[src/rtl/vram_arbiter.sv]
// Frame-buffer RAM arbiter: display fetch has priority on the single RAM port,
// pixel writes are queued in a FIFO and retired in cycles with no display fetch.
module vram_arbiter #(
    parameter int SCALE_SHIFT = 1,
    parameter int FIFO_DEPTH  = 16,
    parameter int ADDR_W      = 17
) (
    input  logic                          vga_clk,
    input  logic                          rst_n,
    input  logic [9:0]                    pic_x,
    input  logic [9:0]                    pic_y,
    output logic [11:0]                   pic_data,
    input  logic                          wr_valid,
    output logic                          wr_ready,
    input  logic [9:0]                    wr_x,
    input  logic [9:0]                    wr_y,
    input  logic [11:0]                   wr_data,
    output logic                          ram_en,
    output logic                          ram_we,
    output logic [ADDR_W-1:0]             ram_addr,
    output logic [11:0]                   ram_wdata,
    input  logic [11:0]                   ram_rdata,
    output logic [$clog2(FIFO_DEPTH):0]   fifo_level,
    output logic [15:0]                   drop_cnt
);

    localparam int FB_W  = 640 >> SCALE_SHIFT;
    localparam int FB_H  = 480 >> SCALE_SHIFT;
    localparam int PTR_W = $clog2(FIFO_DEPTH);
    localparam int LVL_W = PTR_W + 1;
    localparam logic [ADDR_W-1:0] FB_W_A = ADDR_W'(FB_W);

    logic [ADDR_W-1:0] fifo_addr_r [FIFO_DEPTH];
    logic [11:0]       fifo_data_r [FIFO_DEPTH];
    logic [PTR_W-1:0]  wr_ptr_r;
    logic [PTR_W-1:0]  rd_ptr_r;
    logic [LVL_W-1:0]  level_r;
    logic [15:0]       drop_cnt_r;
    logic              rd_pend_r;

    logic              rd_req_s;
    logic              in_range_s;
    logic              full_s;
    logic              xfer_s;
    logic              push_s;
    logic              pop_s;
    logic [ADDR_W-1:0] disp_addr_s;
    logic [ADDR_W-1:0] push_addr_s;

    assign rd_req_s    = rst_n && (pic_x != 10'h3ff) && (pic_y != 10'h3ff);
    assign in_range_s  = (wr_x < 10'(FB_W)) && (wr_y < 10'(FB_H));
    assign full_s      = (level_r == LVL_W'(FIFO_DEPTH));
    // Ready is not widened by a same-cycle pop: a full FIFO never falls through.
    assign wr_ready    = rst_n && !full_s;
    assign xfer_s      = wr_valid && wr_ready;
    assign push_s      = xfer_s && in_range_s;
    assign pop_s       = rst_n && !rd_req_s && (level_r != LVL_W'(0));
    assign disp_addr_s = ADDR_W'(pic_y >> SCALE_SHIFT) * FB_W_A + ADDR_W'(pic_x >> SCALE_SHIFT);
    assign push_addr_s = ADDR_W'(wr_y) * FB_W_A + ADDR_W'(wr_x);

    assign pic_data   = rd_pend_r ? ram_rdata : 12'h000;
    assign fifo_level = level_r;
    assign drop_cnt   = drop_cnt_r;

    // RAM port mux: display read first, otherwise retire the FIFO head.
    always_comb begin
        ram_en    = 1'b0;
        ram_we    = 1'b0;
        ram_addr  = {ADDR_W{1'b0}};
        ram_wdata = 12'h000;
        if (rd_req_s) begin
            ram_en   = 1'b1;
            ram_addr = disp_addr_s;
        end else if (pop_s) begin
            ram_en    = 1'b1;
            ram_we    = 1'b1;
            ram_addr  = fifo_addr_r[rd_ptr_r];
            ram_wdata = fifo_data_r[rd_ptr_r];
        end else begin
            ram_en = 1'b0;
        end
    end

    // FIFO storage; contents need no reset since level gates every read.
    always_ff @(posedge vga_clk) begin
        if (push_s) begin
            fifo_addr_r[wr_ptr_r] <= push_addr_s;
            fifo_data_r[wr_ptr_r] <= wr_data;
        end
    end

    // Pointers, level, drop counter and read-pending flag.
    always_ff @(posedge vga_clk or negedge rst_n) begin
        if (!rst_n) begin
            wr_ptr_r   <= {PTR_W{1'b0}};
            rd_ptr_r   <= {PTR_W{1'b0}};
            level_r    <= {LVL_W{1'b0}};
            drop_cnt_r <= 16'h0000;
            rd_pend_r  <= 1'b0;
        end else begin
            rd_pend_r <= rd_req_s;
            if (push_s) begin
                wr_ptr_r <= wr_ptr_r + PTR_W'(1);
            end
            if (pop_s) begin
                rd_ptr_r <= rd_ptr_r + PTR_W'(1);
            end
            case ({push_s, pop_s})
                2'b10:   level_r <= level_r + LVL_W'(1);
                2'b01:   level_r <= level_r - LVL_W'(1);
                default: level_r <= level_r;
            endcase
            if (xfer_s && !in_range_s && (drop_cnt_r != 16'hffff)) begin
                drop_cnt_r <= drop_cnt_r + 16'h0001;
            end
        end
    end

endmodule

[config.mk]
export PLATFORM = sky130hd
export DESIGN_NAME = vram_arbiter
export DESIGN_NICKNAME = d
export VERILOG_FILES = /design/src/rtl/vram_arbiter.sv
export SDC_FILE = /design/constraint.sdc
export NUM_CORES = 1
export LEC_CHECK = 0
export CORE_ASPECT_RATIO = 1.75
export CORE_MARGIN = 2
export CORE_UTILIZATION = 53
export DETAILED_ROUTE_END_ITERATION = 16
export PLACE_DENSITY = 0.87
export SYNTH_ARGS = -nofsm -noshare
export SYNTH_HDL_FRONTEND = slang
export SYNTH_SLANG_ARGS = --single-unit
[constraint.sdc]
create_clock -name vga_clk -period 3.44 [get_ports vga_clk]
set_input_delay 0.516 -clock vga_clk [delete_from_list [all_inputs] [get_ports vga_clk]]
set_output_delay 0.516 -clock vga_clk [all_outputs]
set_load 0.02 [all_outputs]
# Yosys cells after proc, flatten, opt, wreduce, memory -nomap -nowiden

Memory sizes are Yosys's and may differ from the RTL's.
Cells that the tools add are included.

$lt $le $gt $ge: 2
Reduce and logical (&&, ||, !) cells: 15
Muxes and demuxes: 11
$mul: 2
Equality and inequality tests: 6
$add $sub $neg: 7

Operator list:

| operator                                                                      | count |
|---|---|
| 12-bit two-way mux                                                            | 3 |
| 17-bit two-way mux                                                            | 2 |
| 10-bit != test, second input constant                                         | 2 |
| 17-bit by 10-bit adder with 17-bit output                                     | 1 |
| 17-bit by 9-bit adder with 17-bit output                                      | 1 |
| 16-bit by 1-bit adder with 16-bit output, second input constant               | 1 |
| 16-bit != test, second input constant                                         | 1 |
| 10-bit by 3-bit multiplier with 11-bit output, second input constant          | 1 |
| 9-bit by 3-bit multiplier with 11-bit output, second input constant           | 1 |
| 1-bit logical AND                                                             | 10 |
| 10-bit by 8-bit less-than comparator with 1-bit output, second input constant | 1 |
| 10-bit by 9-bit less-than comparator with 1-bit output, second input constant | 1 |
| 5-bit one-hot mux with 2 select lines                                         | 1 |
| 4-bit by 1-bit adder with 4-bit output, second input constant                 | 2 |
| 5-bit by 1-bit adder with 5-bit output, second input constant                 | 1 |
| 5-bit == test, second input constant                                          | 1 |
| 1-bit two-way mux                                                             | 5 |
| 5-bit nonzero test                                                            | 1 |
| 5-bit by 1-bit subtractor with 5-bit output, second input constant            | 1 |
| 1-bit zero test                                                               | 3 |
| 2-bit by 1-bit == test with 1-bit output, second input constant               | 1 |
| 2-bit == test, second input constant                                          | 1 |
| 2-bit nonzero test                                                            | 1 |

Input bits: 67
Flip-flop bits (word level): 30
Memories: 2
Output and inout bits: 65
Word-level logic and storage cells: 50
Memory bits (writable): 464

Memories:

| memory      | words | bits a word | rd ports | clocked after memory_dff | wr ports | line | text |
|---|---|---|---|---|---|---|---|
| fifo_addr_r | 16    | 17          | 1        | 0                        | 1        | 33   | `logic [ADDR_W-1:0] fifo_addr_r [FIFO_DEPTH];` |
| fifo_data_r | 16    | 12          | 1        | 0                        | 1        | 34   | `logic [11:0] fifo_data_r [FIFO_DEPTH];` |

# Longest topological paths before layout

Depth after elaboration: 8
Depth in mapped cells: 15
Depth with buffers taken out: 13

# Least setup slack after synthesis

OpenSTA, ideal clock, no wires.

Kind: input-to-reg
Start point: input port wr_x[9]
End point: memory fifo_addr_r[3][0] (enable)
Arrival time: 3445 ps
Cell stages on the path: 6
Path slack: -456 ps
Cell sequence: nor3_1 and3_1 nor2b_1 clkbuf_1 nand2_1 nor3_1

Cells in the longest elaborated chain, start to end: 5

RTL lines:

| element                                                | line | text |
|---|---|---|
| start: declaration                                     | 15   | `input logic [9:0] wr_x,` |
| 10-bit by 9-bit less-than comparator with 1-bit output | 51   | `assign in_range_s = (wr_x < 10'(FB_W)) && (wr_y < 10'(FB_H));` |
| 1-bit logical AND                                      | 51   |  |
| 1-bit logical AND                                      | 56   | `assign push_s = xfer_s && in_range_s;` |
| 1-bit two-way mux                                      | 86   | `if (push_s) begin` |
| 1-bit two-way mux (not written as such)                | 87   | `fifo_addr_r[wr_ptr_r] <= push_addr_s;` |
| end: declaration                                       | 33   |  |

Every way passes these cells.

# Worst setup path in the final report

Start point: register rd_ptr_r[0]
End point: output port ram_wdata[3]

Cells in the longest elaborated chain, start to end: 3

RTL lines:

| element                  | line | text |
|---|---|---|
| start: declaration       | 36   | `logic [PTR_W-1:0] rd_ptr_r;` |
| start signal: assignment | 96   | `rd_ptr_r <= {PTR_W{1'b0}};` |
| start signal: assignment | 106  | `rd_ptr_r <= rd_ptr_r + PTR_W'(1);` |
| memory read 16 x 12 bit  | --   |  |
| 12-bit two-way mux       | 74   | `end else if (pop_s) begin` |
| 12-bit two-way mux       | 71   | `if (rd_req_s) begin` |
| end: declaration         | 21   | `output logic [11:0] ram_wdata,` |

Every way passes these cells.

==> flow_metrics.py <==
metrics = {
    "hold_path": {
        "hold_path_class": "flip-flop to flip-flop",
        "holdPathStages": 1,
        "worstHoldStart": "drop_cnt[15]",
        "min_to": "drop_cnt[15]",
    },
    "synth": {
        "netlist.area_leader.share_pct": 67.7,
        "ys_seq_area_share_pct": 71.3,
        "synthTopCellsByArea": "edfxtp_1 68%, mux4_2 16%, dfrtp_1 3.6%, ha_1 2.8%, xnor2_1 1.1%",
        "synthXorXnorAreaFrac_pct": 2.39,
        "synth-edff-count": 464,
        "synth_compound_area_share_pct": 2.21,
        "synth_top_family_by_area": "multiplexers",
        "synthesis.nets": 1132,
        "yosysTopAreaCell": "edfxtp_1",
        "yosysWarnings": 0,
        "synth.avg_cell_area_um2": 20.3,
        "ys_ff_latch": 494,
        "netlist_area_um2": 20600,
        "synth-main-ff-cell": "edfxtp_1",
        "postSynth.asyncResetShare_pct": 6.07,
        "synth-simple-area-share_pct": 3.57,
        "yosysUniqueCellTypes": 52,
        "synthAdderAreaFrac_pct": 3.18,
        "synthMuxAreaShare_pct": 16.0,
        "synth_cells": 1015,
    },
    "cells_and_area": {
        "fin_area_um2": 25600,
        "n_antenna_cell": 0,
        "final_nets": 1413,
        "utilization_pct": 66.6,
        "areaGrowthSynthToFinish_pct": 24.3,
        "drive_above_1_share_pct": 34.0,
        "n_fill_cell": 2260,
    },
    "global_route": {
        "overflow": 0,
        "grt_pass1_wl_um": 80100,
        "grt_usage_pct": 27.1,
        "grt_max_degree": 32,
        "grt_pass1_vias": 12500,
        "antenna_found_initial": 0,
    },
    "place": {
        "place_area_um2": 23700,
        "place_congestion": 0.851,
        "port_buffers": 131,
        "post-dp-hpwl_um": 30200,
    },
    "cts": {
        "clkSlewWorstSetupHoldPaths_ns": 0.06,
        "cts_root_buffer": "clkbuf_16",
        "cts_sinks": 494,
        "htreeDepth": 2,
        "clk_latency_ns": 0.55,
        "clockBufferDepth": 3,
        "tritoncts": "yes",
        "hold_buffers": 0,
        "numCtsBuffers": 42,
    },
    "timing": {
        "setup_violations": 2,
        "max_clock_freq_mhz": 290,
        "fin_setup_tns_ns": -0.00628,
        "period_share_pct": 100,
        "skew_ns": 0.0230,
        "min_period_ns": 3.45,
        "hold_viol_final": 0,
        "relSlewSlack_pct": 21.4,
        "fin_ws_ns": -0.00513,
        "rsz0062_at_grt": "yes",
        "maxSlewViolCount": 0,
        "worst_pin_slew_ns": 1.17,
        "hold_ws_ns": 0.491,
    },
    "setup_path": {
        "crit_path_start": "rd_ptr_r[0]",
        "ff2ff_setup_slack_ns": 0.19,
        "cp-end-kind": "output port",
        "rr_worst_depth": 13,
        "crit_type": "flip-flop to output port",
        "cp-start-kind": "flip-flop",
        "crit_arrival_ns": 2.93,
        "r2r_end": "fifo_level[4]",
        "crit_fanout": 7,
        "crit_required_ns": 2.92,
        "r2r-start": "fifo_level[0]",
    },
    "die": {
        "initial_core_util_pct": 53.6,
        "coreArea_um2": 38400,
        "die_width_um": 153,
        "dieArea_um2": 40500,
        "pin_count": 132,
        "rows": 95,
        "die_h_um": 265,
    },
    "routing": {
        "drc_errors": 0,
        "vias_per_cell": 6.56,
        "drtPass1Iterations": 5,
        "drtAntennaViolNets": 0,
        "drt-initial-drc-count": 1307,
        "wirelength_um": 56500,
        "detail_route.wl_per_cell_um": 31.2,
        "route.vias.total": 11900,
    },
    "pwr": {
        "max-vdd-ir-drop_mv": 0.464,
        "p_leak_nw": 8.71,
        "power_density_nw_per_um2": 701,
        "total_power_mw": 17.9,
    },
    "flow_run": {
        "maxCapViolCount": 0,
    },
    "run_status": {
        "failed_checks": "negative setup slack",
        "status": "finished with violations",
    },
}
-- cell usage in the layout, fill, tap and decap left out, drive strengths merged, types with 27 or more instances in the layout --
cell and instances:
mux4 145, nor2 30, clkdlybuf4s50 93, dfrtp 30, ha 46, nand2 32, edfxtp 464, clkbuf 56
xnor2 27, buf 168
-- cells by family after synthesis --
| family | after synthesis |
|---|---|
| simple gates | 140 |
| mux | 148 |
| compound gates | 69 |
| flops | 494 |
| buf+inv | 61 |
| xor+xnor | 53 |
| fa+ha+maj | 50 |
-- how the worst max path moves through the flow --
stage / endpoint / slack, ns
after detailed placement: ram_addr[16] / -0.95
after floorplan: fifo_level[4] / 0.02
after global routing: ram_en / -0.05
after CTS: ram_addr[16] / -0.12
final: ram_wdata[3] / -0.005
after global placement: ram_addr[16] / -0.85
-- flip-flops by register name, indices dropped and copies added, names as in the netlist --
name,cells
fifo_level,5
fifo_data_r,192
rd_pend_r,1
drop_cnt,16
wr_ptr_r,4
rd_ptr_r,4
fifo_addr_r,272
-- cells in the mapped netlist, types with 2 or more instances --
| library cell | count |
|---|---|
| mux2_2 | 3 |
| nand3_1 | 11 |
| o21bai_1 | 2 |
| a211oi_1 | 4 |
| inv_1 | 20 |
| a221oi_1 | 2 |
| o21a_1 | 3 |
| a21oi_1 | 12 |
| clkbuf_1 | 21 |
| mux4_2 | 145 |
| nand2_1 | 32 |
| and2_1 | 24 |
| buf_1 | 5 |
| a21o_1 | 6 |
| nor2_1 | 30 |
| edfxtp_1 | 464 |
| a22o_1 | 8 |
| nor4_1 | 2 |
| buf_6 | 3 |
| xor2_1 | 24 |
| o21ai_1 | 9 |
| xnor2_1 | 27 |
| nand2b_1 | 3 |
| and3_1 | 4 |
| dfrtp_1 | 30 |
| buf_2 | 12 |
| nor3_2 | 2 |
| nor3_1 | 8 |
| fa_1 | 4 |
| o21ai_0 | 15 |
| ha_1 | 46 |
| nor2b_1 | 3 |
| or4_1 | 3 |
| nand4_1 | 10 |
-- power breakdown --
part | leakage [nW] | internal (mW) | total (mW) | switching, mW
Combinational | 3.53 | 3.26 | 6.10 | 2.84
Sequential | 4.55 | 6.87 | 7.19 | 0.326
Clock | 0.635 | 2.53 | 4.65 | 2.12
-- final cells by class --
type	count	area, um2	share of cell area (%)
clock buffers	49	1100	4.29
clock inverters	24	211	0.826
inverters	20	75.1	0.293
multi-input cells	460	6070	23.7
flip-flops and latches	494	14700	57.4
well taps	485	607	2.37
repair buffers	278	2840	11.1
-- through the flow --
stage          worst slack (ns)  instances
6_report               -0.00513       1810
3_3_place_gp             -0.852       1708
5_1_grt                 -0.0525       1810
3_5_place_dp             -0.952       1708
4_1_cts                  -0.118       1803
2_1_floorplan            0.0181       1015
-- metal layers --
layer / GRT usage [%] / part of all wire [%]
met2: 49.0 / 54
met3: 3.89 / 8.2
met5: 0 / 0
met4: 14.4 / 6.1
met1: 31.3 / 32
-- worst max-delay path, stage by stage, from the launching register on --
cell             delay (ns)
dfrtp_4                0.51
buf_6                  0.15
bufbuf_16              0.29
mux4_2                 0.51
mux4_2                 0.48
and2_1                 0.18
clkdlybuf4s15_2        0.25
-- timing repair --
item,CTS,global route
cloned,3,2
gates resized for setup,164,36
buffers inserted,20,5
pin swaps,12,12
endpoints found under the setup margin,30,16
Note: power is estimated with default switching activity, not from simulation.
